## src/rtl/ctrl_multiciclo.sv

```systemverilog
// ctrl_multiciclo -- main control unit of a multicycle MIPS-style datapath.
//
// Moore FSM that sequences fetch, decode, address/ALU execute, memory access
// and write-back for lw/sw, R-type, I-type ALU, beq/bne, j/jal and jr.
// Adds supervision: a sticky illegal-opcode flag, a sticky memory-timeout
// flag driven by a per-access wait counter, and a retired-instruction count.
//
// Ports
//   Clock, Reset         : rising-edge clock, asynchronous active-high reset
//   OPCode, Func         : instruction[31:26] and instruction[5:0] from the IR
//   Zero_flag            : ALU zero result (branch resolution is done in the
//                          datapath through PCWriteCond/BranchNe)
//   MemReady             : memory has completed the current read/write
//   PCWrite..ALUSrcA     : 1-bit datapath strobes/selects
//   RegDst, ALUSrcB,
//   ALUSel, PCSource     : 2-bit datapath selects
//   State                : current state encoding (debug)
//   IllegalOp            : sticky, unsupported opcode seen in DECODE
//   MemTimeout           : sticky, a memory wait reached WAIT_MAX cycles
//   InstrCount           : retired instructions, wraps modulo 2^CNT_W
module ctrl_multiciclo #(
    parameter int CNT_W    = 32,
    parameter int WAIT_MAX = 15
) (
    input  logic             Clock,
    input  logic             Reset,
    input  logic [5:0]       OPCode,
    input  logic [5:0]       Func,
    input  logic             Zero_flag,
    input  logic             MemReady,
    output logic             PCWrite,
    output logic             PCWriteCond,
    output logic             BranchNe,
    output logic             IorD,
    output logic             MemRead,
    output logic             MemWrite,
    output logic             IRWrite,
    output logic             MemtoReg,
    output logic             RegWrite,
    output logic             ALUSrcA,
    output logic [1:0]       RegDst,
    output logic [1:0]       ALUSrcB,
    output logic [1:0]       ALUSel,
    output logic [1:0]       PCSource,
    output logic [3:0]       State,
    output logic             IllegalOp,
    output logic             MemTimeout,
    output logic [CNT_W-1:0] InstrCount
);

    localparam logic [3:0] FETCH   = 4'd0;
    localparam logic [3:0] DECODE  = 4'd1;
    localparam logic [3:0] MEMADDR = 4'd2;
    localparam logic [3:0] MEMRD   = 4'd3;
    localparam logic [3:0] MEMWB   = 4'd4;
    localparam logic [3:0] MEMWR   = 4'd5;
    localparam logic [3:0] EXEC_R  = 4'd6;
    localparam logic [3:0] RWB     = 4'd7;
    localparam logic [3:0] BRANCH  = 4'd8;
    localparam logic [3:0] JUMP    = 4'd9;
    localparam logic [3:0] EXEC_I  = 4'd10;
    localparam logic [3:0] IWB     = 4'd11;
    localparam logic [3:0] JR      = 4'd12;

    localparam logic [5:0] OP_RTYPE = 6'b000000;
    localparam logic [5:0] OP_LW    = 6'b100011;
    localparam logic [5:0] OP_SW    = 6'b101011;
    localparam logic [5:0] OP_BEQ   = 6'b000100;
    localparam logic [5:0] OP_BNE   = 6'b000101;
    localparam logic [5:0] OP_J     = 6'b000010;
    localparam logic [5:0] OP_JAL   = 6'b000011;
    localparam logic [5:0] OP_ADDI  = 6'b001000;
    localparam logic [5:0] OP_ANDI  = 6'b001100;
    localparam logic [5:0] OP_ORI   = 6'b001101;
    localparam logic [5:0] OP_SLTI  = 6'b001010;
    localparam logic [5:0] FN_JR    = 6'b001000;

    localparam int WC_W = (WAIT_MAX < 1) ? 1 : $clog2(WAIT_MAX + 1);
    localparam logic [WC_W-1:0] WC_MAX = WC_W'(WAIT_MAX);

    logic [3:0]      state;
    logic [3:0]      next_state;
    logic [WC_W-1:0] wait_cnt;
    logic [WC_W-1:0] wait_cnt_nxt;
    logic            wait_state;
    logic            stalled;
    logic            illegal_hit;
    logic            retire;
    logic            zero_unused;

    // Branch resolution happens in the datapath; the flag is accepted only to
    // keep the interface complete.
    assign zero_unused = Zero_flag;

    assign State = state;

    // States that wait on the memory handshake.
    assign wait_state = (state == FETCH) || (state == MEMRD) || (state == MEMWR);
    assign stalled    = wait_state && !MemReady;

    always_comb begin
        next_state = state;
        case (state)
            FETCH:   next_state = MemReady ? DECODE : FETCH;
            DECODE: begin
                case (OPCode)
                    OP_RTYPE:                          next_state = (Func == FN_JR) ? JR : EXEC_R;
                    OP_LW, OP_SW:                      next_state = MEMADDR;
                    OP_BEQ, OP_BNE:                    next_state = BRANCH;
                    OP_J, OP_JAL:                      next_state = JUMP;
                    OP_ADDI, OP_ANDI, OP_ORI, OP_SLTI: next_state = EXEC_I;
                    default:                           next_state = FETCH;
                endcase
            end
            MEMADDR: next_state = (OPCode == OP_SW) ? MEMWR : MEMRD;
            MEMRD:   next_state = MemReady ? MEMWB : MEMRD;
            MEMWB:   next_state = FETCH;
            MEMWR:   next_state = MemReady ? FETCH : MEMWR;
            EXEC_R:  next_state = RWB;
            RWB:     next_state = FETCH;
            BRANCH:  next_state = FETCH;
            JUMP:    next_state = FETCH;
            EXEC_I:  next_state = IWB;
            IWB:     next_state = FETCH;
            JR:      next_state = FETCH;
            default: next_state = FETCH;
        endcase
    end

    // DECODE only falls straight back to FETCH for an unsupported opcode.
    assign illegal_hit = (state == DECODE) && (next_state == FETCH);
    assign retire      = (state != FETCH) && (state != DECODE) && (next_state == FETCH);

    // The counter restarts whenever the state changes and saturates at WAIT_MAX;
    // reaching the limit only raises the flag, the FSM keeps waiting.
    always_comb begin
        wait_cnt_nxt = wait_cnt;
        if (next_state != state) begin
            wait_cnt_nxt = '0;
        end else if (stalled && (wait_cnt != WC_MAX)) begin
            wait_cnt_nxt = wait_cnt + WC_W'(1);
        end
    end

    always_ff @(posedge Clock or posedge Reset) begin
        if (Reset) begin
            state      <= FETCH;
            wait_cnt   <= '0;
            IllegalOp  <= 1'b0;
            MemTimeout <= 1'b0;
            InstrCount <= '0;
        end else begin
            state    <= next_state;
            wait_cnt <= wait_cnt_nxt;
            if (illegal_hit) begin
                IllegalOp <= 1'b1;
            end
            if (stalled && (wait_cnt_nxt == WC_MAX)) begin
                MemTimeout <= 1'b1;
            end
            if (retire) begin
                InstrCount <= InstrCount + CNT_W'(1);
            end
        end
    end

    // Output decode. Strobes are gated by Reset so nothing fires while the
    // controller is held, even though the held state is FETCH.
    always_comb begin
        PCWrite     = 1'b0;
        PCWriteCond = 1'b0;
        BranchNe    = 1'b0;
        IorD        = 1'b0;
        MemRead     = 1'b0;
        MemWrite    = 1'b0;
        IRWrite     = 1'b0;
        MemtoReg    = 1'b0;
        RegWrite    = 1'b0;
        ALUSrcA     = 1'b0;
        RegDst      = 2'b00;
        ALUSrcB     = 2'b00;
        ALUSel      = 2'b00;
        PCSource    = 2'b00;
        if (!Reset) begin
            case (state)
                FETCH: begin
                    MemRead = 1'b1;
                    ALUSrcB = 2'b01;
                    // IR and PC load only in the cycle the fetch completes.
                    IRWrite = MemReady;
                    PCWrite = MemReady;
                end
                DECODE: begin
                    ALUSrcB = 2'b11;
                end
                MEMADDR: begin
                    ALUSrcA = 1'b1;
                    ALUSrcB = 2'b10;
                end
                MEMRD: begin
                    MemRead = 1'b1;
                    IorD    = 1'b1;
                end
                MEMWB: begin
                    RegWrite = 1'b1;
                    MemtoReg = 1'b1;
                end
                MEMWR: begin
                    MemWrite = 1'b1;
                    IorD     = 1'b1;
                end
                EXEC_R: begin
                    ALUSrcA = 1'b1;
                    ALUSel  = 2'b10;
                end
                RWB: begin
                    RegWrite = 1'b1;
                    RegDst   = 2'b01;
                end
                BRANCH: begin
                    ALUSrcA     = 1'b1;
                    ALUSel      = 2'b01;
                    PCWriteCond = 1'b1;
                    PCSource    = 2'b01;
                    BranchNe    = OPCode[0];
                end
                JUMP: begin
                    PCWrite  = 1'b1;
                    PCSource = 2'b10;
                    if (OPCode == OP_JAL) begin
                        RegWrite = 1'b1;
                        RegDst   = 2'b10;
                    end
                end
                EXEC_I: begin
                    ALUSrcA = 1'b1;
                    ALUSrcB = 2'b10;
                    ALUSel  = 2'b11;
                end
                IWB: begin
                    RegWrite = 1'b1;
                end
                JR: begin
                    PCWrite  = 1'b1;
                    PCSource = 2'b11;
                end
                default: ;
            endcase
        end
    end

endmodule

```

## config.mk

```make
export PLATFORM = sky130hd
export DESIGN_NAME = ctrl_multiciclo
export DESIGN_NICKNAME = d
export VERILOG_FILES = /design/src/rtl/ctrl_multiciclo.sv
export SDC_FILE = /design/constraint.sdc
export NUM_CORES = 1
export LEC_CHECK = 0
export CAP_MARGIN = 0
export CORE_MARGIN = 4
export CORE_UTILIZATION = 40
export DETAILED_ROUTE_END_ITERATION = 10
export PLACE_DENSITY = 0.68
export SYNTH_ARGS = -nofsm -noshare
export SYNTH_HDL_FRONTEND = slang
export SYNTH_SLANG_ARGS = --single-unit
```

## constraint.sdc

```tcl
create_clock -name Clock -period 2.9 [get_ports Clock]
set_input_delay 0.435 -clock Clock [delete_from_list [all_inputs] [get_ports Clock]]
set_output_delay 0.435 -clock Clock [all_outputs]
set_load 0.03 [all_outputs]
```

==> impl_metrics.py <==
metrics = {
    "worst_setup_path": {
        "r2r_slack_ns": 0.26,
        "slowest_stage": "clkdlybuf4s50_1",
        "slowest_delay_ns": 0.66,
        "path_max_fanout": 12,
        "critPathTopFamily": "buffers and inverters",
        "r2r-end": "InstrCount[28]$_DFFE_PP0P_",
        "r2r-start": "State[2]$_DFF_PP0_",
        "start_kind": "flop",
        "crit_path_cell_trace": "buf_4, xnor2_1, nor4b_2, or2_2, clkdlybuf4s50_1",
        "crit_type": "flop to primary output",
        "r2r_cells": 8,
        "end_kind": "primary output",
        "crit_buf_inv": 2,
        "arrival_ns": 2.32,
        "crit_required_ns": 2.47,
    },
    "die": {
        "row_count": 29,
        "start_util_pct": 41.4,
        "ios": 72,
        "die_area_mm2": 0.00798,
        "dieWidth_um": 89.3,
        "core_region_area_mm2": 0.00639,
        "die_h_um": 89.3,
    },
    "route": {
        "vias_per_cell": 5.40,
        "drcViolationCount": 0,
        "wl_mm": 6.29,
        "wl_per_cell_um": 14.3,
        "vias": 2377,
        "drtIter0Drc": 78,
        "drt_first_pass_iters": 4,
        "ant_nets": 0,
    },
    "timing": {
        "finalCritPeriodShare_pct": 94.9,
        "clock.fmax_mhz": 363,
        "fin_tns_setup_ns": 0,
        "setup_slack_ns": 0.148,
        "timing_hold_violations_final": 0,
        "period_minus_slack_ns": 2.75,
        "tightest_slew_ns": 0.600,
        "final_max_slew_viol_count": 0,
        "finalSetupViolations": 0,
        "relSlewSlack_pct": 59.4,
        "worst_clock_skew_ns": 0.00935,
    },
    "global_route": {
        "antenna_found_initial": 0,
        "grtUsageTotal_pct": 16.3,
        "overflow": 0,
        "grt_pass1_wl_mm": 10.5,
        "grtUsageMet3_pct": 2.86,
        "grt_util_met2_pct": 26.9,
        "use_met1_pct": 22.2,
        "grt_max_degree": 43,
        "first_global_vias": 2299,
        "top_usage_layer": "met2",
    },
    "pwr": {
        "combPwrFrac_pct": 51.9,
        "peakVddDrop_mv": 0.634,
        "powerDensity_mw_per_mm2": 701,
        "intPower_mw": 1.45,
        "pwr-share-seq_pct": 30.2,
        "power.leakage_nw": 1.61,
        "netSwitchingFraction_pct": 43.4,
        "power.switching_mw": 1.11,
        "power_mw": 2.56,
        "p_clk_share_pct": 17.9,
    },
    "synthesis": {
        "synth_cells": 280,
        "async_flop_share_pct": 100,
        "synth_area_per_cell_um2": 9.45,
        "synth_area_leaders": "dfrtp_1, xor2_1, nor3_1, nor4_2, nand3_1",
        "synth_area_mm2": 0.00265,
        "synth_area_leader_cell": "dfrtp_1",
        "synth_top_area_share_pct": 39.7,
        "synth_flop_cell": "dfrtp_1",
        "yosysWarnings": 0,
        "syn_nets": 298,
        "yosysSeqAreaShare_pct": 39.7,
        "yosysUniqueCellTypes": 50,
        "ys_ff_latch": 42,
        "synth_edf_count": 0,
    },
    "place": {
        "place.gp.congestion": 0.816,
        "dp_cells": 432,
        "dp_hpwl_mm": 4.69,
        "pre_cts_ws_ns": -0.0165,
        "portBuffers": 70,
    },
    "clock_tree": {
        "clk_latency_ns": 0.30,
        "cts.sinks": 42,
        "htreeDepth": 2,
        "cts_hold_buf": 0,
        "clkTransAtPathRegs_ns": 0.08,
        "numCtsBuffers": 5,
        "cts_tree": "yes",
        "cts_max_path_buffers": 2,
        "cts_root_buffer": "clkbuf_8",
    },
    "layout": {
        "final_cell_count_no_fill": 440,
        "antenna_cells": 0,
        "syn_to_final_growth_pct": 38.0,
        "layout_common_cells": "clkdlybuf4s50_1, dfrtp_1, xor2_1",
        "final_common_cell": "clkdlybuf4s50_1",
        "layout.nets": 380,
        "drive_gt1_share_pct": 14.9,
    },
    "min_path": {
        "hp-class": "flop to flop",
        "min_to": "InstrCount[31]$_DFFE_PP0P_",
        "worstHoldStart": "InstrCount[31]$_DFFE_PP0P_",
        "hold_depth": 1,
    },
    "status": {
        "status": "finished clean",
    },
    "flow_run": {
        "drv_cap": 0,
    },
}
through the flow:
stage	area [µm²]	util, %	hold slack, ns
floorplan	2650	-	0.558
global placement	3530	55.3	0.450
detailed placement	3530	55.3	0.461
CTS	3640	57.0	0.473
global route	3650	57.2	0.490
finish	3650	57.2	0.469
registers in the layout, indices dropped and copies added, names as in the netlist:
register / flops
IllegalOp: 1
InstrCount: 32
MemTimeout: 1
State: 4
wait_cnt: 4
metal layers:
metal,wire length [µm],share of wire (%)
met1,2960,47
met2,3010,48
met3,239,3.8
met4,72,1.1
met5,0,0
worst max-delay path by stage:
| stage | start | to | slack [ns] | cells after the start |
|---|---|---|---|---|
| 6_report | State[0]$_DFF_PP0_ | PCWrite | 0.15 | 5 |
| 5_1_grt | State[0]$_DFF_PP0_ | PCWrite | -0.01 | 5 |
| 4_1_cts | State[0]$_DFF_PP0_ | PCWrite | 0.04 | 5 |
| 3_5_place_dp | OPCode[1] | InstrCount[28]$_DFFE_PP0P_ | -0.02 | 8 |
| 3_3_place_gp | OPCode[1] | InstrCount[28]$_DFFE_PP0P_ | 0.07 | 8 |
| 2_1_floorplan | State[1]$_DFF_PP0_ | ALUSrcA | 0.15 | 4 |
area by class of cell:
class                           instances  area [µm²]
Fill cell                             575        2740
Clock inverter                          2        37.5
Clock buffer                            6        72.6
Multi-Input combinational cell        215        1510
Timing Repair Buffer                   91         861
Sequential cell                        42        1050
Tap cell                               77        96.3
Inverter                                7        26.3
synthesized netlist by cell type (5+ instances only):
| master | instances |
|---|---|
| a21oi_1 | 5 |
| and3_1 | 9 |
| buf_2 | 5 |
| clkbuf_1 | 5 |
| dfrtp_1 | 42 |
| inv_1 | 7 |
| nand2_1 | 14 |
| nand3_1 | 19 |
| nand4_1 | 9 |
| nor2_1 | 17 |
| nor2b_1 | 7 |
| nor3_1 | 27 |
| nor4_2 | 10 |
| nor4b_1 | 5 |
| xnor2_1 | 7 |
| xor2_1 | 29 |
worst reg2reg max path, stage by stage (launching register included):
cell and delay, ns:
dfrtp_1 0.50, buf_4 0.23, xnor2_1 0.27, o22ai_1 0.15, a2111oi_2 0.46, nand2_1 0.16
buf_4 0.25, nor4_1 0.35, xor2_1 0.18
power groups by stage:
stage / sequential, mW / combinational, mW / clock (mW)
4_1_cts: 0.775 / 1.34 / 0.467
6_report: 0.774 / 1.33 / 0.458
3_3_place_gp: 0.785 / 1.32 / 0
2_1_floorplan: 0.839 / 0.828 / 0
5_1_grt: 0.794 / 1.44 / 0.488
3_5_place_dp: 0.784 / 1.33 / 0
cell families after synthesis:
| family | share of synthesized area [%] |
|---|---|
| adder cells (fa/ha/maj) | 0.946 |
| buffers and inverters | 4.07 |
| XOR/XNOR | 11.9 |
| AO/OA/AOI/OAI | 7.52 |
| multiplexers | 1.18 |
| AND/OR/NAND/NOR | 34.6 |
| flip-flops | 39.7 |
timing repair:
action	in CTS	in global routing
resized for setup	0	2
setup endpoints to repair	0	3
setup buffers	0	0
No activity file was read; power rests on OpenSTA's default activity.
